<file path="config.mk">
export PLATFORM = sky130hd
export DESIGN_NAME = pb_port_master_flat
export DESIGN_NICKNAME = d
export VERILOG_FILES = /design/src/rtl/pb_port_pkg.sv /design/src/rtl/pb_port_master_if.sv /design/src/rtl/pb_port_master.sv /design/src/flat_wrapper.sv
export SDC_FILE = /design/constraint.sdc
export NUM_CORES = 1
export LEC_CHECK = 0
export ABC_AREA = 1
export ABC_CLOCK_PERIOD_IN_PS = 1900
export CAP_MARGIN = 20
export CORE_MARGIN = 2
export CORE_UTILIZATION = 45
export DETAILED_ROUTE_END_ITERATION = 12
export HOLD_SLACK_MARGIN = 0.08
export PLACE_DENSITY = 0.71
export SYNTH_ARGS = -nofsm -noshare
export SYNTH_HDL_FRONTEND = slang
export SYNTH_SLANG_ARGS = --single-unit
</file>
<file path="constraint.sdc">
create_clock -name clk -period 1.9 [get_ports clk]
set_input_delay 0.475 -clock clk [delete_from_list [all_inputs] [get_ports clk]]
set_output_delay 0.475 -clock clk [all_outputs]
set_load 0.03 [all_outputs]
</file>
<file path="src/rtl/pb_port_pkg.sv">
// Shared encodings for the PicoBlaze-style port bus initiator.
// Holds the op codes, the FSM state codes and the default park address.
package pb_port_pkg;

  localparam int PB_DATA_W = 8;

  localparam logic [1:0] PB_OP_WRITE = 2'b00;
  localparam logic [1:0] PB_OP_READ  = 2'b01;
  localparam logic [1:0] PB_OP_POLL  = 2'b10;

  localparam logic [2:0] PB_ST_IDLE    = 3'd0;
  localparam logic [2:0] PB_ST_WR      = 3'd1;
  localparam logic [2:0] PB_ST_RD_ADDR = 3'd2;
  localparam logic [2:0] PB_ST_RD_WAIT = 3'd3;
  localparam logic [2:0] PB_ST_CHECK   = 3'd4;
  localparam logic [2:0] PB_ST_RESP    = 3'd5;

  localparam logic [7:0] PB_PARK_ADDR_DEFAULT = 8'hFF;

  // The reserved op code behaves as a plain read.
  function automatic logic [1:0] pb_norm_op(input logic [1:0] op);
    return (op == 2'b11) ? PB_OP_READ : op;
  endfunction

  function automatic logic pb_poll_hit(input logic [PB_DATA_W-1:0] data,
                                       input logic [PB_DATA_W-1:0] mask,
                                       input logic [PB_DATA_W-1:0] match);
    return (data & mask) == match;
  endfunction

endpackage

</file>
<file path="src/rtl/pb_port_master_if.sv">
// Command/response handshake plus the 8-bit port bus seen by pb_port_master.
// The master modport is the initiator side; slave is the host/peripheral side.
interface pb_port_master_if;
  import pb_port_pkg::*;

  logic                 cmd_valid;
  logic                 cmd_ready;
  logic [1:0]           cmd_op;
  logic [PB_DATA_W-1:0] cmd_addr;
  logic [PB_DATA_W-1:0] cmd_wdata;
  logic [PB_DATA_W-1:0] cmd_mask;
  logic [PB_DATA_W-1:0] cmd_match;

  logic                 rsp_valid;
  logic                 rsp_ready;
  logic [PB_DATA_W-1:0] rsp_rdata;
  logic                 rsp_timeout;

  logic [PB_DATA_W-1:0] port_id;
  logic [PB_DATA_W-1:0] out_port;
  logic                 write_strobe;
  logic                 read_strobe;
  logic [PB_DATA_W-1:0] in_port;

  modport master (
    input  cmd_valid, cmd_op, cmd_addr, cmd_wdata, cmd_mask, cmd_match,
    input  rsp_ready, in_port,
    output cmd_ready, rsp_valid, rsp_rdata, rsp_timeout,
    output port_id, out_port, write_strobe, read_strobe
  );

  modport slave (
    output cmd_valid, cmd_op, cmd_addr, cmd_wdata, cmd_mask, cmd_match,
    output rsp_ready, in_port,
    input  cmd_ready, rsp_valid, rsp_rdata, rsp_timeout,
    input  port_id, out_port, write_strobe, read_strobe
  );

endinterface

</file>
<file path="src/rtl/pb_port_master.sv">
// Port bus initiator: turns single write/read/poll commands into PicoBlaze-style
// bus cycles. All bus and response outputs are registered from next-state values.
module pb_port_master
  import pb_port_pkg::*;
#(
  parameter logic [7:0]  PARK_ADDR  = PB_PARK_ADDR_DEFAULT,
  parameter logic [15:0] POLL_LIMIT = 16'd1000
) (
  input  logic              clk,
  input  logic              reset,
  pb_port_master_if.master  bus
);

  logic [2:0]           state_q, state_d;
  logic [1:0]           op_q, op_d;
  logic [PB_DATA_W-1:0] addr_q, addr_d;
  logic [PB_DATA_W-1:0] wdata_q, wdata_d;
  logic [PB_DATA_W-1:0] mask_q, mask_d;
  logic [PB_DATA_W-1:0] match_q, match_d;
  logic [15:0]          cnt_q, cnt_d;

  logic [PB_DATA_W-1:0] port_id_q, port_id_d;
  logic [PB_DATA_W-1:0] out_port_q, out_port_d;
  logic                 write_strobe_q, write_strobe_d;
  logic                 read_strobe_q, read_strobe_d;
  logic                 rsp_valid_q, rsp_valid_d;
  logic [PB_DATA_W-1:0] rsp_rdata_q, rsp_rdata_d;
  logic                 rsp_timeout_q, rsp_timeout_d;

  always_comb begin
    state_d       = state_q;
    op_d          = op_q;
    addr_d        = addr_q;
    wdata_d       = wdata_q;
    mask_d        = mask_q;
    match_d       = match_q;
    cnt_d         = cnt_q;
    rsp_rdata_d   = rsp_rdata_q;
    rsp_timeout_d = rsp_timeout_q;

    case (state_q)
      PB_ST_IDLE: begin
        if (bus.cmd_valid) begin
          op_d    = pb_norm_op(bus.cmd_op);
          addr_d  = bus.cmd_addr;
          wdata_d = bus.cmd_wdata;
          mask_d  = bus.cmd_mask;
          match_d = bus.cmd_match;
          cnt_d   = 16'd0;
          state_d = (pb_norm_op(bus.cmd_op) == PB_OP_WRITE) ? PB_ST_WR : PB_ST_RD_ADDR;
        end
      end
      PB_ST_WR: begin
        rsp_rdata_d   = '0;
        rsp_timeout_d = 1'b0;
        state_d       = PB_ST_RESP;
      end
      PB_ST_RD_ADDR: begin
        // Saturates so an unlimited poll cannot wrap back to a small count.
        cnt_d   = (cnt_q == 16'hFFFF) ? cnt_q : cnt_q + 16'd1;
        state_d = PB_ST_RD_WAIT;
      end
      PB_ST_RD_WAIT: begin
        rsp_rdata_d = bus.in_port;
        if (op_q == PB_OP_POLL) begin
          state_d = PB_ST_CHECK;
        end else begin
          rsp_timeout_d = 1'b0;
          state_d       = PB_ST_RESP;
        end
      end
      PB_ST_CHECK: begin
        if (pb_poll_hit(rsp_rdata_q, mask_q, match_q)) begin
          rsp_timeout_d = 1'b0;
          state_d       = PB_ST_RESP;
        end else if ((POLL_LIMIT != 16'd0) && (cnt_q == POLL_LIMIT)) begin
          rsp_timeout_d = 1'b1;
          state_d       = PB_ST_RESP;
        end else begin
          state_d = PB_ST_RD_ADDR;
        end
      end
      PB_ST_RESP: begin
        if (bus.rsp_ready) state_d = PB_ST_IDLE;
      end
      default: state_d = PB_ST_IDLE;
    endcase

    // Outputs follow the state being entered so they are valid for that whole cycle.
    port_id_d      = (state_d == PB_ST_WR || state_d == PB_ST_RD_ADDR ||
                      state_d == PB_ST_RD_WAIT) ? addr_d : PARK_ADDR;
    out_port_d     = (state_d == PB_ST_WR) ? wdata_d : '0;
    write_strobe_d = (state_d == PB_ST_WR);
    read_strobe_d  = (state_d == PB_ST_RD_ADDR);
    rsp_valid_d    = (state_d == PB_ST_RESP);
  end

  always_ff @(posedge clk) begin
    if (reset) begin
      state_q        <= PB_ST_IDLE;
      cnt_q          <= 16'd0;
      port_id_q      <= PARK_ADDR;
      out_port_q     <= '0;
      write_strobe_q <= 1'b0;
      read_strobe_q  <= 1'b0;
      rsp_valid_q    <= 1'b0;
      rsp_rdata_q    <= '0;
      rsp_timeout_q  <= 1'b0;
    end else begin
      state_q        <= state_d;
      cnt_q          <= cnt_d;
      port_id_q      <= port_id_d;
      out_port_q     <= out_port_d;
      write_strobe_q <= write_strobe_d;
      read_strobe_q  <= read_strobe_d;
      rsp_valid_q    <= rsp_valid_d;
      rsp_rdata_q    <= rsp_rdata_d;
      rsp_timeout_q  <= rsp_timeout_d;
    end
  end

  // Latched command fields are only consumed after an accept, so they carry no reset.
  always_ff @(posedge clk) begin
    op_q    <= op_d;
    addr_q  <= addr_d;
    wdata_q <= wdata_d;
    mask_q  <= mask_d;
    match_q <= match_d;
  end

  assign bus.cmd_ready    = (state_q == PB_ST_IDLE) && !reset;
  assign bus.rsp_valid    = rsp_valid_q;
  assign bus.rsp_rdata    = rsp_rdata_q;
  assign bus.rsp_timeout  = rsp_timeout_q;
  assign bus.port_id      = port_id_q;
  assign bus.out_port     = out_port_q;
  assign bus.write_strobe = write_strobe_q;
  assign bus.read_strobe  = read_strobe_q;

endmodule

</file>
<file path="src/flat_wrapper.sv">
// flat-port wrapper written by rule: the top's interface ports become plain ports
module pb_port_master_flat import pb_port_pkg::*;
#(
  parameter logic [7:0]  PARK_ADDR  = PB_PARK_ADDR_DEFAULT,
  parameter logic [15:0] POLL_LIMIT = 16'd1000
)
  (clk, reset, bus_cmd_valid, bus_cmd_op, bus_cmd_addr, bus_cmd_wdata, bus_cmd_mask, bus_cmd_match, bus_rsp_ready, bus_in_port, bus_cmd_ready, bus_rsp_valid, bus_rsp_rdata, bus_rsp_timeout, bus_port_id, bus_out_port, bus_write_strobe, bus_read_strobe);
  pb_port_master_if bus_i ();
  input  logic clk;
  input  logic reset;
  input wire logic [$bits(bus_i.cmd_valid)-1:0] bus_cmd_valid;
  input wire logic [$bits(bus_i.cmd_op)-1:0] bus_cmd_op;
  input wire logic [$bits(bus_i.cmd_addr)-1:0] bus_cmd_addr;
  input wire logic [$bits(bus_i.cmd_wdata)-1:0] bus_cmd_wdata;
  input wire logic [$bits(bus_i.cmd_mask)-1:0] bus_cmd_mask;
  input wire logic [$bits(bus_i.cmd_match)-1:0] bus_cmd_match;
  input wire logic [$bits(bus_i.rsp_ready)-1:0] bus_rsp_ready;
  input wire logic [$bits(bus_i.in_port)-1:0] bus_in_port;
  output wire logic [$bits(bus_i.cmd_ready)-1:0] bus_cmd_ready;
  output wire logic [$bits(bus_i.rsp_valid)-1:0] bus_rsp_valid;
  output wire logic [$bits(bus_i.rsp_rdata)-1:0] bus_rsp_rdata;
  output wire logic [$bits(bus_i.rsp_timeout)-1:0] bus_rsp_timeout;
  output wire logic [$bits(bus_i.port_id)-1:0] bus_port_id;
  output wire logic [$bits(bus_i.out_port)-1:0] bus_out_port;
  output wire logic [$bits(bus_i.write_strobe)-1:0] bus_write_strobe;
  output wire logic [$bits(bus_i.read_strobe)-1:0] bus_read_strobe;
  assign bus_i.cmd_valid = bus_cmd_valid;
  assign bus_i.cmd_op = bus_cmd_op;
  assign bus_i.cmd_addr = bus_cmd_addr;
  assign bus_i.cmd_wdata = bus_cmd_wdata;
  assign bus_i.cmd_mask = bus_cmd_mask;
  assign bus_i.cmd_match = bus_cmd_match;
  assign bus_i.rsp_ready = bus_rsp_ready;
  assign bus_i.in_port = bus_in_port;
  assign bus_cmd_ready = bus_i.cmd_ready;
  assign bus_rsp_valid = bus_i.rsp_valid;
  assign bus_rsp_rdata = bus_i.rsp_rdata;
  assign bus_rsp_timeout = bus_i.rsp_timeout;
  assign bus_port_id = bus_i.port_id;
  assign bus_out_port = bus_i.out_port;
  assign bus_write_strobe = bus_i.write_strobe;
  assign bus_read_strobe = bus_i.read_strobe;
  pb_port_master #(.PARK_ADDR(PARK_ADDR), .POLL_LIMIT(POLL_LIMIT)) u_core (.clk(clk), .reset(reset), .bus(bus_i));
endmodule
</file>
### Word-level counts from Yosys, hierarchy flattened

Index checks and enable logic that the tools add are counted.

* add/sub/neg operators: 1
* equal/unequal tests: 18
* mux-type cells: 20
* bitwise logic cells: 3
* reductions and logical operators: 14

Operator list (number)
* $mux W16: 2
* $mux W8: 4
* $pmux W16 S2: 1
* $pmux W3 S6: 1
* $add A16 B1 Y16 const B: 1
* $eq A16 B10 Y1 const B: 1
* $eq A16 B16 Y1 const B: 1
* $pmux W8 S2: 1
* $eq A3 B2 Y1 const B: 4
* $mux W3: 4
* $eq A3 B3 Y1 const B: 3
* $and A8 B8 Y8: 1
* $eq A8 B8 Y1: 1
* $eq A3 B1 Y1 const B: 2
* $ne A2 B2 Y1 const B: 3
* $reduce_and A3 Y1: 2
* $eq A2 B2 Y1 const B: 2
* $mux W1: 4
* $mux W2: 2
* $reduce_bool A2 Y1: 2
* $reduce_or A2 Y1: 2
* $logic_not A3 Y1: 1
* $ne A3 B1 Y1 const B: 1
* $pmux W1 S3: 1
* 7 further kinds: 9

* register bits: 81
* input port bits: 46
* output and inout bits: 29
* word-level logic and storage cells: 70

### Longest topological paths before layout

Gate-level depths: netlist (run 1).

* depth after elaboration: 11
* gate-level depth with buffers: 13
* depth with buffers taken out: 12

### Worst setup path before layout (run 1)

No wires, ideal clock.

* path type: input to output
* start: input reset
* end: output bus_cmd_ready
* arrival: 1586 ps
* required time: 1425 ps
* setup slack: -161 ps
* cell stages on the path: 2
* buffers on the path: 1
* cell sequence: clkbuf_1 -> nor4_1

* longest elaborated chain between the ends: 2

Ends and longest elaborated chain
* start: declaration: line flat_wrapper.sv:10 `input logic reset;`
* $logic_not A1 Y1: line pb_port_master.sv:131 `assign bus.cmd_ready = (state_q == PB_ST_IDLE) && !reset;`
* $logic_and A1 B1 Y1: line pb_port_master.sv:131
* end: declaration: line flat_wrapper.sv:19 `output wire logic [$bits(bus_i.cmd_ready)-1:0] bus_cmd_ready;`

Every way passes these cells.

### Final worst setup path (run 1)

* start: register u_core.rsp_timeout_q (netlist: u_core.bus.rsp_timeout)
* end: output bus_rsp_timeout

RTL lines
* start: declaration: line pb_port_master.sv:28 `logic rsp_timeout_q, rsp_timeout_d;`
* start signal: assignment: line pb_port_master.sv:118 `rsp_timeout_q <= rsp_timeout_d;`
* end: declaration: line flat_wrapper.sv:22 `output wire logic [$bits(bus_i.rsp_timeout)-1:0] bus_rsp_timeout;`

No word-level cell between the ends.

==> results of run 1 <==
what timing repair did:
item	4_1_cts	5_1_grt
gates resized for setup	7	5
gates cloned	0	1
endpoints found under the setup margin	7	14
setup buffers	0	2
pin swaps	0	1
sequential cells by signal, indices dropped and copies added, names as in the netlist:
register	flops
u_core.bus.port_id	8
u_core.cnt_q	16
u_core.wdata_q	8
u_core.match_q	8
u_core.addr_q	8
u_core.op_q	2
u_core.bus.rsp_valid	1
u_core.state_q	3
u_core.bus.rsp_timeout	1
u_core.bus.read_strobe	1
u_core.bus.rsp_rdata	8
u_core.bus.out_port	8
u_core.bus.write_strobe	1
u_core.mask_q	8
per-stage QoR:
step	cell area [um^2]	TNS (ns)	hold slack, ns	setup slack, ns	cells
4_1_cts	4540	0	0.490	0.0115	607
3_5_place_dp	4350	-0.122	0.479	-0.0256	591
6_report	4580	0	0.490	0.0439	610
3_3_place_gp	4350	0	0.465	0.0191	591
5_1_grt	4580	0	0.514	0.00377	610
2_1_floorplan	3390	0	0.453	0.182	410
logic make-up (layout without fill, tap and decap cells):
group / after synthesis / count (layout)
simple gates: 196 / 197
flops: 81 / 81
buf+inv: 74 / 174
compound gates: 56 / 56
fa+ha+maj: 2 / 2
xor+xnor: 1 / 1
power by group through the flow:
stage | Sequential [uW] | Clock [uW] | Combinational (uW)
5_1_grt | 2200 | 1340 | 1550
6_report | 2170 | 1240 | 1400
4_1_cts | 2170 | 1260 | 1370
2_1_floorplan | 2340 | 0 | 697
3_5_place_dp | 2210 | 0 | 1360
3_3_place_gp | 2200 | 0 | 1330
cells in the final DEF (no fill, tap or decap), types with 2 or more instances in the layout:
cell / count
sky130_fd_sc_hd__dlygate4sd2_1: 7
sky130_fd_sc_hd__nand3b_1: 4
sky130_fd_sc_hd__nor3_1: 5
sky130_fd_sc_hd__nor2_2: 3
sky130_fd_sc_hd__nand4_1: 5
sky130_fd_sc_hd__nor2_1: 30
sky130_fd_sc_hd__inv_1: 61
sky130_fd_sc_hd__o21ai_0: 10
sky130_fd_sc_hd__or2_2: 19
sky130_fd_sc_hd__nand2_1: 77
sky130_fd_sc_hd__buf_4: 22
sky130_fd_sc_hd__ha_1: 2
sky130_fd_sc_hd__a211oi_1: 9
sky130_fd_sc_hd__clkbuf_8: 9
sky130_fd_sc_hd__nor2_4: 4
sky130_fd_sc_hd__nand2_2: 4
sky130_fd_sc_hd__a21oi_1: 31
sky130_fd_sc_hd__dfxtp_1: 62
sky130_fd_sc_hd__nand3_1: 43
sky130_fd_sc_hd__edfxtp_1: 18
sky130_fd_sc_hd__clkdlybuf4s50_1: 65
layer usage:
metal,vias to the layer above,global-route usage (%)
met5,-,0
met4,0,7.05
met3,10,3.67
met2,82,29.7
met1,1282,25.2
li1,1521,-
final cells by class:
type / instances / area (um^2)
repair buffers: 96 / 910
flip-flops and latches: 81 / 1800
inverters: 62 / 233
fillers: 637 / 2680
well taps: 99 / 124
clock inverters: 6 / 65.1
multi-input cells: 256 / 1320
clock buffers: 10 / 128
cells in the mapped netlist, types with 2 or more instances:
cell	number	area, um^2
sky130_fd_sc_hd__nand3_1	43	215
sky130_fd_sc_hd__nor2_4	4	45.0
sky130_fd_sc_hd__nand3b_1	4	30.0
sky130_fd_sc_hd__a21oi_1	31	155
sky130_fd_sc_hd__nand2_2	4	25.0
sky130_fd_sc_hd__dfxtp_1	63	1260
sky130_fd_sc_hd__edfxtp_1	18	541
sky130_fd_sc_hd__ha_1	2	25.0
sky130_fd_sc_hd__nand2_1	78	293
sky130_fd_sc_hd__o21ai_0	10	50.1
sky130_fd_sc_hd__nor3_1	5	25.0
sky130_fd_sc_hd__nand4_1	5	31.3
sky130_fd_sc_hd__buf_2	4	20.0
sky130_fd_sc_hd__nor2_1	30	113
sky130_fd_sc_hd__clkbuf_1	6	22.5
sky130_fd_sc_hd__a211oi_1	9	67.6
sky130_fd_sc_hd__nor2_2	2	12.5
sky130_fd_sc_hd__or2_2	19	119
sky130_fd_sc_hd__inv_1	61	229
worst paths after layout:
path	endpoint	slack (ns)	cells after the start
max reg2reg	u_core.cnt_q[2]	0.14	12
max	bus_rsp_timeout	0.04	1
min	u_core.cnt_q[1]	0.49	2
min reg2reg	u_core.cnt_q[1]	0.49	2
==> key figures, run 1 <==
Power
  • Ratio of total power to cell area: 1050 nW/um^2
  • Static leakage: 0.00192 uW
  • Power, Total: 4810 uW
  • Switching share of total power: 31.5%
  • Internal power component: 3300 uW
  • Combinational share of power: 29.1%
  • Clock power share: 25.8%
  • Highest ir drop seen on vdd: 828 uV
  • Proportion of power drawn by flip-flops and latches: 45.1%
  • Reported net switching power: 1520 uW

STA
  • Final worst path period need: 1.86 ns
  • Slew at the pin closest to its max-slew limit: 0.350 ns
  • Unrepaired setup endpoints after global routing: no
  • Final worst-path cycle share: 97.7%
  • Worst slew margin: 76.6%
  • Max-slew violation count: 0
  • Final number of setup-violating endpoints: 0
  • Final setup skew: 0.00687 ns
  • Number of failing hold endpoints at the final stage: 0
  • F_max: 539 MHz

Clocking
  • Clk pin slew, worst setup/hold paths: 0.08 ns
  • Level count of the clock H-tree: 3
  • Clock tree from TritonCTS: done
  • Cell at the root of the clock tree: sky130_fd_sc_hd__clkbuf_8
  • Source-to-sink clock delay at the later pin of the worst-skew pair: 0.35 ns
  • Number of buffers created by CTS: 9
  • Hold-fix buffer count after cts: 0
  • # clock sinks: 81
  • Deepest clock path buffer count: 2

Setup path
  • Crit path DAT: 1.38 ns
  • Path type of the worst setup path: reg -> out
  • CP endpoint kind: primary output
  • CP Launch Type: flip-flop
  • Crit Reg-Reg Startpoint: u_core.cnt_q[1]
  • CP cell instances: clkdlybuf4s50_1
  • Critical Path RT: 1.42 ns
  • Cell family with the largest share of critical-path delay: buffers and inverters
  • Count of buffer and inverter cells on the critical path: 1
  • Critical Path Slowest Stage Cell: sky130_fd_sc_hd__clkdlybuf4s50_1
  • Largest stage delay on the critical path: 0.69 ns
  • Critical Path Start: u_core.bus.rsp_timeout
  • Maximum net fanout on the critical path: 2

Run status
  • Result of the run: finished clean

GRT
  • Total routing usage reported by global routing: 18.7%
  • Number of antenna violations at the first check in global routing: 0
  • Residual overflow from global routing: 0
  • Number of global-route vias before repair: 2710
  • First-pass GRT wire length: 12500 um
  • Largest net degree at the start of global routing: 25

Logic synthesis
  • Share of synthesized area spent on multiplexers: 0%
  • Synth Register Bits: 81
  • Simple-gate share of the synthesized area: 27.5%
  • Cell area after synthesis: 3380 um^2
  • Syn Area/Cell: 8.25 um^2
  • Post-Syn Nets: 458
  • Synthesized-area fraction occupied by ao, oa, aoi and oai cells: 9.51%
  • Share of the synthesized netlist area taken by xor and xnor gates: 0.259%
  • Sequential area share after synthesis: 53.3%
  • Number of warnings reported in the yosys synthesis log: 0
  • Synth Flop Type: sky130_fd_sc_hd__dfxtp_1
  • Combinational family with the most area after synthesis: simple AND/OR/NAND/NOR gates
  • Synthesized instance count: 410
  • Number of distinct library cells after synthesis: 31
  • Adder and majority cell fraction of the synthesized area: 0.740%
  • Post-synth EDFFs: 18
  • Ys async rst share: 0%

Die
  • Number of top-level pins: 75
  • Starting Density: 46.6%
  • Core outline area: 7250 um^2
  • Horizontal die dimension: 90.7 um
  • DIE HEIGHT: 90.7 um
  • Die area: 8220 um^2
  • Floorplan row count: 31

Final layout
  • Diode count: 0
  • Core Util, Final: 63.1%
  • Layout cell share with drive strength beyond 1: 14.7%
  • Total Nets Final: 554
  • Layout-stage area growth over the synthesis result: 35.3%

Drt
  • Pre-antenna DRT Iters: 5
  • Per-cell via count in the routed design: 4.75
  • Post-DR wirelength/cell: 12.2 um
  • Iteration-0 DRC count of the detailed router: 111
  • Sum of routed wire length over all layers: 7470 um
  • Met3 wire length: 379 um
  • DR DRC count: 0
  • Met1 routed wirelength after detailed routing: 3580 um
  • Total met2 wirelength after detailed routing: 3390 um
  • Total vias in the final route: 2895
  • Post-DRT Antenna Nets: 0
  • Top Layer Used: met4

Place
  • Number of port buffers: 74
  • Final HPWL DP: 5410 um
  • GPL Wtd Cong: 0.891

Run
  • Max-cap check violation count: 0

Hold path
  • Path class of the lowest-slack min-delay path: reg -> reg
  • Min-Delay Startpoint: u_core.cnt_q[1]
No activity file was read; power rests on OpenSTA's default activity.
==> inputs of run 2 (changes only) <==
CAP_MARGIN = default   (was 20)
CELL_PAD_IN_SITES_DETAIL_PLACEMENT = 2   (was default)
CELL_PAD_IN_SITES_GLOBAL_PLACEMENT = 2   (was default)
CORE_UTILIZATION = 29   (was 45)
CTS_CLUSTER_DIAMETER = 120   (was default)
PLACE_DENSITY = 0.78   (was 0.71)
==> key figures, run 2 (synthesis results as in run 1) <==
Run status
  • Result of the run: finished clean

GRT
  • Number of antenna violations at the first check in global routing: 0
  • Number of global-route vias before repair: 3539
  • First-pass GRT wire length: 18000 um
  • Residual overflow from global routing: 0
  • Total routing usage reported by global routing: 18.1%
  • Largest net degree at the start of global routing: 21

Clocking
  • Level count of the clock H-tree: 3
  • Hold-fix buffer count after cts: 0
  • Source-to-sink clock delay at the later pin of the worst-skew pair: 0.34 ns
  • Deepest clock path buffer count: 2
  • # clock sinks: 81
  • Clock tree from TritonCTS: done
  • Number of buffers created by CTS: 9
  • Clk pin slew, worst setup/hold paths: 0.06 ns
  • Cell at the root of the clock tree: sky130_fd_sc_hd__clkbuf_16

Setup path
  • Crit path DAT: 1.39 ns
  • CP endpoint kind: primary output
  • Critical Path Slowest Stage Cell: sky130_fd_sc_hd__clkdlybuf4s50_1
  • Endpoint of the lowest-slack register-to-register path: u_core.bus.port_id[0]
  • Endpoint of the most critical setup path: bus_port_id[0]
  • Path type of the worst setup path: reg -> out
  • Critical Path Start: u_core.bus.port_id[0]
  • Largest stage delay on the critical path: 0.68 ns
  • Number of stages on the worst setup path: 1
  • Maximum net fanout on the critical path: 1
  • Flop2flop setup slack: 0.16 ns
  • CP cell instances: clkdlybuf4s50_1
  • Crit Reg-Reg Startpoint: u_core.cnt_q[0]
  • Worst Reg2Reg Path Length in Cells: 12
  • Cell family with the largest share of critical-path delay: buffers and inverters
  • Critical Path RT: 1.42 ns
  • CP Launch Type: flip-flop
  • Count of buffer and inverter cells on the critical path: 1

Hold path
  • Hold Path Stages: 2
  • Path class of the lowest-slack min-delay path: reg -> reg
  • Min-Delay Startpoint: u_core.cnt_q[14]

Die
  • Number of top-level pins: 75
  • Core outline area: 11400 um^2
  • Die area: 12500 um^2
  • Starting Density: 29.6%
  • Horizontal die dimension: 112 um
  • Floorplan row count: 39
  • DIE HEIGHT: 112 um

STA
  • Max-slew violation count: 0
  • Final worst-path cycle share: 97.9%
  • Final number of setup-violating endpoints: 0
  • Unrepaired setup endpoints after global routing: no
  • F_max: 537 MHz
  • Final setup skew: 0.00745 ns
  • Slew at the pin closest to its max-slew limit: 0.351 ns
  • Final worst path period need: 1.86 ns
  • Worst slew margin: 76.6%
  • Sum Neg Setup Slack: 0 ns
  • Final worst hold slack: 0.514 ns
  • Number of failing hold endpoints at the final stage: 0

Final layout
  • Total Nets Final: 563
  • Commonest non-fill, non-tap cell in the layout: sky130_fd_sc_hd__nand2_1
  • Leading cell types in the layout, fill and taps excluded: 74 x sky130_fd_sc_hd__nand2_1, 64 x sky130_fd_sc_hd__clkdlybuf4s50_1, 63 x sky130_fd_sc_hd__dfxtp_1
  • Flip-flop count of the largest register, all copies and words added: 16
  • Top reg by flops: u_core.cnt_q
  • Layout-stage area growth over the synthesis result: 43.0%
  • Diode count: 0
  • Layout cell share with drive strength beyond 1: 17.9%
  • Core Util, Final: 42.3%

Drt
  • Sum of routed wire length over all layers: 10800 um
  • Pre-antenna DRT Iters: 4
  • Total vias in the final route: 3127
  • Post-DR wirelength/cell: 16.3 um
  • DR DRC count: 0
  • Per-cell via count in the routed design: 4.72
  • Post-DRT Antenna Nets: 0
  • Iteration-0 DRC count of the detailed router: 86

Place
  • Final HPWL DP: 7860 um
  • GPL Wtd Cong: 0.819
  • Number of port buffers: 74

Power
  • Power, Total: 5460 uW
  • Static leakage: 0.00203 uW
  • Highest ir drop seen on vdd: 468 uV
  • Ratio of total power to cell area: 1130 nW/um^2

Run
  • Max-cap check violation count: 0
==> run 2: stage by stage <==
stage                     setup slack [ns]  cells  area, um^2
after floorplan                      0.182    410        3390
after global placement             -0.0505    643        4470
after detailed placement           -0.0753    643        4470
after CTS                          0.00183    659        4760
after global routing               0.00471    663        4830
final                               0.0390    663        4830
==> run 2: worst min-delay path by stage <==
| stage | end | slack, ns |
|---|---|---|
| after floorplan | u_core.cnt_q[14] | 0.45 |
| after global placement | u_core.cnt_q[14] | 0.47 |
| after detailed placement | u_core.cnt_q[14] | 0.49 |
| after CTS | u_core.cnt_q[14] | 0.50 |
| after global routing | u_core.cnt_q[14] | 0.55 |
| final | u_core.cnt_q[14] | 0.51 |
==> run 2: power breakdown <==
| group | internal [uW] | total (uW) | switching [uW] |
|---|---|---|---|
| registers | 2080 | 2200 | 119 |
| clock network | 980 | 1730 | 749 |
| logic | 654 | 1530 | 877 |
==> run 2: area by class of cell <==
class	count	area [um^2]
fillers	1284	6580
clock inverters	6	45.0
clock buffers	10	250
inverters	62	233
well taps	143	179
flip-flops and latches	81	1800
multi-input cells	255	1340
repair buffers	106	991
==> run 2: metal layers <==
metal	GRT usage, %	vias to the layer above	part of all wire [%]
met1	23.0	1506	46
met2	30.5	67	48
li1	-	1538	-
met5	0	-	0
met3	2.99	16	3.5
met4	7.97	0	2.2
==> run 2: repair_timing <==
item,4_1_cts,5_1_grt
gates resized for setup,10,14
endpoints found under the setup margin,9,12
buffers inserted,0,4
pin swaps,0,6
